===== config.mk =====
export PLATFORM = sky130hd
export DESIGN_NAME = panic_noc_credit_tx
export DESIGN_NICKNAME = d
export VERILOG_FILES = /design/src/rtl/panic_noc_credit_tx.sv
export SDC_FILE = /design/constraint.sdc
export NUM_CORES = 2
export LEC_CHECK = 0
export CAP_MARGIN = 5
export CORE_AREA = 5 5 453 455
export DETAILED_ROUTE_END_ITERATION = 8
export DIE_AREA = 0 0 458 460
export GPL_ROUTABILITY_DRIVEN = 1
export HOLD_SLACK_MARGIN = 0.03
export PLACE_DENSITY = 0.39
export SETUP_SLACK_MARGIN = 0.1
export SYNTH_ARGS = -nofsm -noshare
export SYNTH_HDL_FRONTEND = slang
export SYNTH_SLANG_ARGS = --single-unit
export TNS_END_PERCENT = 50

===== constraint.sdc =====
create_clock -name clk -period 21.5 [get_ports clk]
set_input_delay 4.3 -clock clk [delete_from_list [all_inputs] [get_ports clk]]
set_output_delay 4.3 -clock clk [all_outputs]
set_load 0.01 [all_outputs]

===== src/rtl/panic_noc_credit_tx.sv =====
// Purpose: credit-gated packet injector into the NoC, one credit counter per destination node.
// Latency: one register stage from s_axis to m_axis, full throughput.
// Backpressure: head beats wait for a credit; any beat waits while the output register is held.
module panic_noc_credit_tx #(
  parameter int DATA_WIDTH      = 512,
  parameter int KEEP_WIDTH      = DATA_WIDTH/8,
  parameter int DEST_WIDTH      = 3,
  parameter int USER_WIDTH      = 1,
  parameter int INIT_CREDIT_NUM = 2,
  parameter int CREDIT_WIDTH    = 4
) (
  input  logic                    clk,
  input  logic                    rst,
  input  logic [DATA_WIDTH-1:0]   s_axis_tdata,
  input  logic [KEEP_WIDTH-1:0]   s_axis_tkeep,
  input  logic                    s_axis_tvalid,
  output logic                    s_axis_tready,
  input  logic                    s_axis_tlast,
  input  logic [DEST_WIDTH-1:0]   s_axis_tdest,
  input  logic [USER_WIDTH-1:0]   s_axis_tuser,
  output logic [DATA_WIDTH-1:0]   m_axis_tdata,
  output logic [KEEP_WIDTH-1:0]   m_axis_tkeep,
  output logic                    m_axis_tvalid,
  input  logic                    m_axis_tready,
  output logic                    m_axis_tlast,
  output logic [DEST_WIDTH-1:0]   m_axis_tdest,
  output logic [USER_WIDTH-1:0]   m_axis_tuser,
  input  logic                    credit_ret_valid,
  input  logic [DEST_WIDTH-1:0]   credit_ret_dest,
  output logic [2**DEST_WIDTH-1:0] credit_avail,
  output logic                    credit_err
);

  localparam int NODE_NUM = 2**DEST_WIDTH;
  localparam logic [CREDIT_WIDTH-1:0] CREDIT_INIT = CREDIT_WIDTH'(INIT_CREDIT_NUM);

  localparam logic [0:0] ST_IDLE  = 1'b0;
  localparam logic [0:0] ST_BURST = 1'b1;

  logic [0:0]              state_q;
  logic [DEST_WIDTH-1:0]   dest_q;
  logic [CREDIT_WIDTH-1:0] credit_q [NODE_NUM];
  logic                    run_q;

  logic                    gate;
  logic                    out_free;
  logic                    s_hs;
  logic                    head_hs;
  logic [NODE_NUM-1:0]     take_vec;
  logic [NODE_NUM-1:0]     give_vec;
  logic [NODE_NUM-1:0]     full_vec;

  // Handshake gating: heads need a credit, body beats only need room in the output register.
  always_comb begin
    gate          = (state_q == ST_BURST) || (credit_q[s_axis_tdest] != '0);
    out_free      = !m_axis_tvalid || m_axis_tready;
    s_axis_tready = run_q && gate && out_free;
    s_hs          = s_axis_tvalid && s_axis_tready;
    head_hs       = s_hs && (state_q == ST_IDLE);
  end

  // Per-destination consume/return/saturation decode.
  always_comb begin
    take_vec     = '0;
    give_vec     = '0;
    full_vec     = '0;
    credit_avail = '0;
    for (int d = 0; d < NODE_NUM; d++) begin
      take_vec[d]     = head_hs && (s_axis_tdest == DEST_WIDTH'(d));
      give_vec[d]     = credit_ret_valid && (credit_ret_dest == DEST_WIDTH'(d));
      full_vec[d]     = (credit_q[d] == CREDIT_INIT);
      credit_avail[d] = (credit_q[d] != '0);
    end
  end

  // Ready is held low through reset and comes up on the first edge after release.
  always_ff @(posedge clk or posedge rst) begin
    if (rst) run_q <= 1'b0;
    else     run_q <= 1'b1;
  end

  // Packet framing: a head beat latches its destination for the rest of the packet.
  always_ff @(posedge clk or posedge rst) begin
    if (rst) begin
      state_q <= ST_IDLE;
      dest_q  <= '0;
    end else if (s_hs) begin
      if (state_q == ST_IDLE) begin
        dest_q  <= s_axis_tdest;
        state_q <= s_axis_tlast ? ST_IDLE : ST_BURST;
      end else if (s_axis_tlast) begin
        state_q <= ST_IDLE;
      end
    end
  end

  // Credit counters: consume on head, return on credit_ret; a same-cycle pair cancels.
  always_ff @(posedge clk or posedge rst) begin
    if (rst) begin
      for (int d = 0; d < NODE_NUM; d++) credit_q[d] <= CREDIT_INIT;
    end else begin
      for (int d = 0; d < NODE_NUM; d++) begin
        if (take_vec[d] && !give_vec[d]) begin
          credit_q[d] <= credit_q[d] - 1'b1;
        end else if (give_vec[d] && !take_vec[d] && !full_vec[d]) begin
          credit_q[d] <= credit_q[d] + 1'b1;
        end
      end
    end
  end

  // Sticky overflow flag: a return to an already-full counter is dropped and flagged.
  always_ff @(posedge clk or posedge rst) begin
    if (rst)                                    credit_err <= 1'b0;
    else if (|(give_vec & ~take_vec & full_vec)) credit_err <= 1'b1;
  end

  // Output register: loads on handshake, holds while the switch stalls.
  always_ff @(posedge clk or posedge rst) begin
    if (rst) begin
      m_axis_tvalid <= 1'b0;
      m_axis_tdata  <= '0;
      m_axis_tkeep  <= '0;
      m_axis_tlast  <= 1'b0;
      m_axis_tdest  <= '0;
      m_axis_tuser  <= '0;
    end else if (out_free) begin
      m_axis_tvalid <= s_hs;
      if (s_hs) begin
        m_axis_tdata <= s_axis_tdata;
        m_axis_tkeep <= s_axis_tkeep;
        m_axis_tlast <= s_axis_tlast;
        m_axis_tuser <= s_axis_tuser;
        m_axis_tdest <= (state_q == ST_BURST) ? dest_q : s_axis_tdest;
      end
    end
  end

endmodule


==> qor.yml <==
num_rows: 165
wire_per_inst_um: 26.4
finalNetCount: 3395
boundaryPins: 1181
cp-end-kind: "output port"
clk_latency_ps: 720
r2r-start: "credit_q[12]"
cts-buffers-inserted: 88
cts_tree: "done"
fillerInstances: 21400
hold_end: "m_axis_tdest[1]"
synth.cells.most_frequent: "dfrtp_1 (612), mux2_4 (500), buf_12 (55)"
placed_cell_area_um2: 41300
portBuffers: 1180
synthMostInstantiatedCell: "dfrtp_1"
drt_first_iter_violations: 734
r2r_cells: 8
synth_edf_count: 0
pwr-share-seq_pct: 34.2
rsz0062_at_grt: "false"
die_w_um: 458
p_leak_nw: 19.2
slew_viol_final: 0
yosys.area.top_type_share_pct: 56.4
ys_types: 61
timing.fmax_ghz: 0.0883
async_flop_share_pct: 100
reg2reg_to: "m_axis_tdata[207]"
cts.root.buffer_cell: "clkbuf_16"
ys_seq_area_share_pct: 57.2
avgSynthCellArea_um2: 17.4
path_class: "primary input to output port"
hold_violations: 0
grt_pass1_wl_um: 191000
worst_hold_path_type: "flip-flop to flip-flop"
post_cts_buffers: 0
status: "completed"
cellPowerDensity_nw_per_um2: 118
p_sw_share_pct: 32.2
final.setup.tns_ps: 0
viasPerCell: 3.30
ys_warn_count: 0
max_slew_margin_pct: 29.3
num_vias: 18300
combinationalPowerShare_pct: 37.3
hold_start: "m_axis_tdest[1]"
drive_gt1_share_pct: 25.5
overflow: 0
drc: 0
cp_data_required_time_ps: 17200
arrival_ps: 7020
ys_ff_latch: 620
yosys-top-cells-area: "dfrtp_1 (56%), mux2_4 (28%), buf_12 (4.1%)"
cp_max_fo: 14
place_congestion: 0.805
whs_ps: 481
antenna_left: 0
postCtsResizedCells: 0
routed_wl_um: 146000
cap_violations: 0
antenna_found_initial: 92
track_usage_pct: 13.3
cts_buffer_depth: 3
syn_inst: 1557
critPathLaunchType: "primary input"
min_period_over_period_pct: 52.7
post-route-util_pct: 22.0
syn_nets: 2170
skew_ps: 32.9
die_area_um2: 211000
clk_pin_slew_ps: 60
core_area_um2: 201000
htree_levels: 3
grt_max_degree: 107
synth_area_um2: 27100
die_h_um: 460
worst_pin_slew_ps: 1060
whs_path_depth: 2
ir_drop_mv: 0.0528
design_area_um2: 44300
synth-main-ff-cell: "dfrtp_1"
power_switching_w: 0.00169
cts.sinks: 620
rrSetupSlack_ps: 16210
cts_hold_buf: 0
p_int_w: 0.00355
yosys.area.top_type: "dfrtp_1"
p_clk_share_pct: 28.5
setup-violations-final: 0
drt_first_pass_iters: 5
grt_pass1_vias: 19500
dp_hpwl_um: 119000
fin_crit_ps: 11320
area_delta_synth_final_pct: 63.0
initial_utilization_pct: 13.5
-- logic make-up after synthesis --
logic type      Yosys count  share of synthesized area (%)
xor+xnor                 16                          0.516
mux                     597                           31.6
buf+inv                  98                           4.89
other cells               1                         0.0138
fa+ha+maj                24                           1.33
compound gates           73                           1.94
simple gates            128                           2.50
flops                   620                           57.2
-- worst max-delay path by stage --
stage	startpoint	end	slack, ps	cells past startpoint
global route	s_axis_tdest[1]	s_axis_tready	10030	7
CTS	s_axis_tdest[1]	s_axis_tready	10220	7
floorplan	rst	credit_err	8740	1
detailed placement	s_axis_tdest[1]	s_axis_tready	10240	7
finish	s_axis_tdest[1]	s_axis_tready	10180	7
global placement	s_axis_tdest[1]	s_axis_tready	10290	7
-- per-stage QoR --
stage | setup WS [ps] | power (W) | instances
floorplan | 8740 | 0.00262 | 1557
global placement | 10290 | 0.00382 | 5364
detailed placement | 10240 | 0.00382 | 5364
CTS | 10220 | 0.00540 | 5525
global route | 10030 | 0.00553 | 5527
finish | 10180 | 0.00524 | 5543
-- state kept, by name, summed over array words and instances, names as in the netlist --
register / cells
state_q: 1
m_axis_tvalid: 1
run_q: 1
credit_q: 32
credit_err: 1
m_axis_tkeep: 64
m_axis_tdata: 512
m_axis_tdest: 3
dest_q: 3
m_axis_tlast: 1
m_axis_tuser: 1
-- power groups by stage --
stage          registers (W)  logic, W  clock network [W]
6_report             0.00179   0.00195            0.00150
5_1_grt              0.00184   0.00208            0.00161
4_1_cts              0.00180   0.00203            0.00158
3_5_place_dp         0.00181   0.00202                  0
3_3_place_gp         0.00180   0.00202                  0
2_1_floorplan        0.00190  0.000716                  0
-- critical path: stages --
cell and delay, ps:
clkdlybuf4s50_1 750, nand2b_1 210, o22ai_1 100, a211oi_1 570, o22ai_1 280, nor2_1 210, clkdlybuf4s50_1 580
-- layout make-up --
class	instances	area [µm²]	area share (%)
multi-input combinational	839	10300	23.3
clock buffer	126	2560	5.78
inverter	29	113	0.254
antenna	18	45.0	0.102
timing repair buffer	1204	12000	27.1
clock inverter	35	353	0.797
tap	2672	3340	7.55
sequential	620	15500	35.1
-- layout by cell type, fill, tap and decap left out, types with 16 or more instances in the layout --
master and count:
buf_4 22, clkbuf_1 19, clkinv_2 16, dfrtp_1 612, nor3_1 16, clkdlybuf4s50_1 1180
mux2_2 43, nand2_1 24, ha_1 16, inv_1 28, clkbuf_8 17, nor2_1 27
diode_2 18, mux2_4 500, mux2_1 43, clkbuf_16 90
-- metal layers --
layer | vias to the layer above | wire length, µm | track usage (%)
met5 | - | 118 | 0
met4 | 20 | 3580 | 2.81
met2 | 890 | 71200 | 22.9
met3 | 233 | 14600 | 6.19
met1 | 9052 | 56600 | 15.2
li1 | 8071 | - | -
Note: power is estimated with default switching activity, not from simulation.
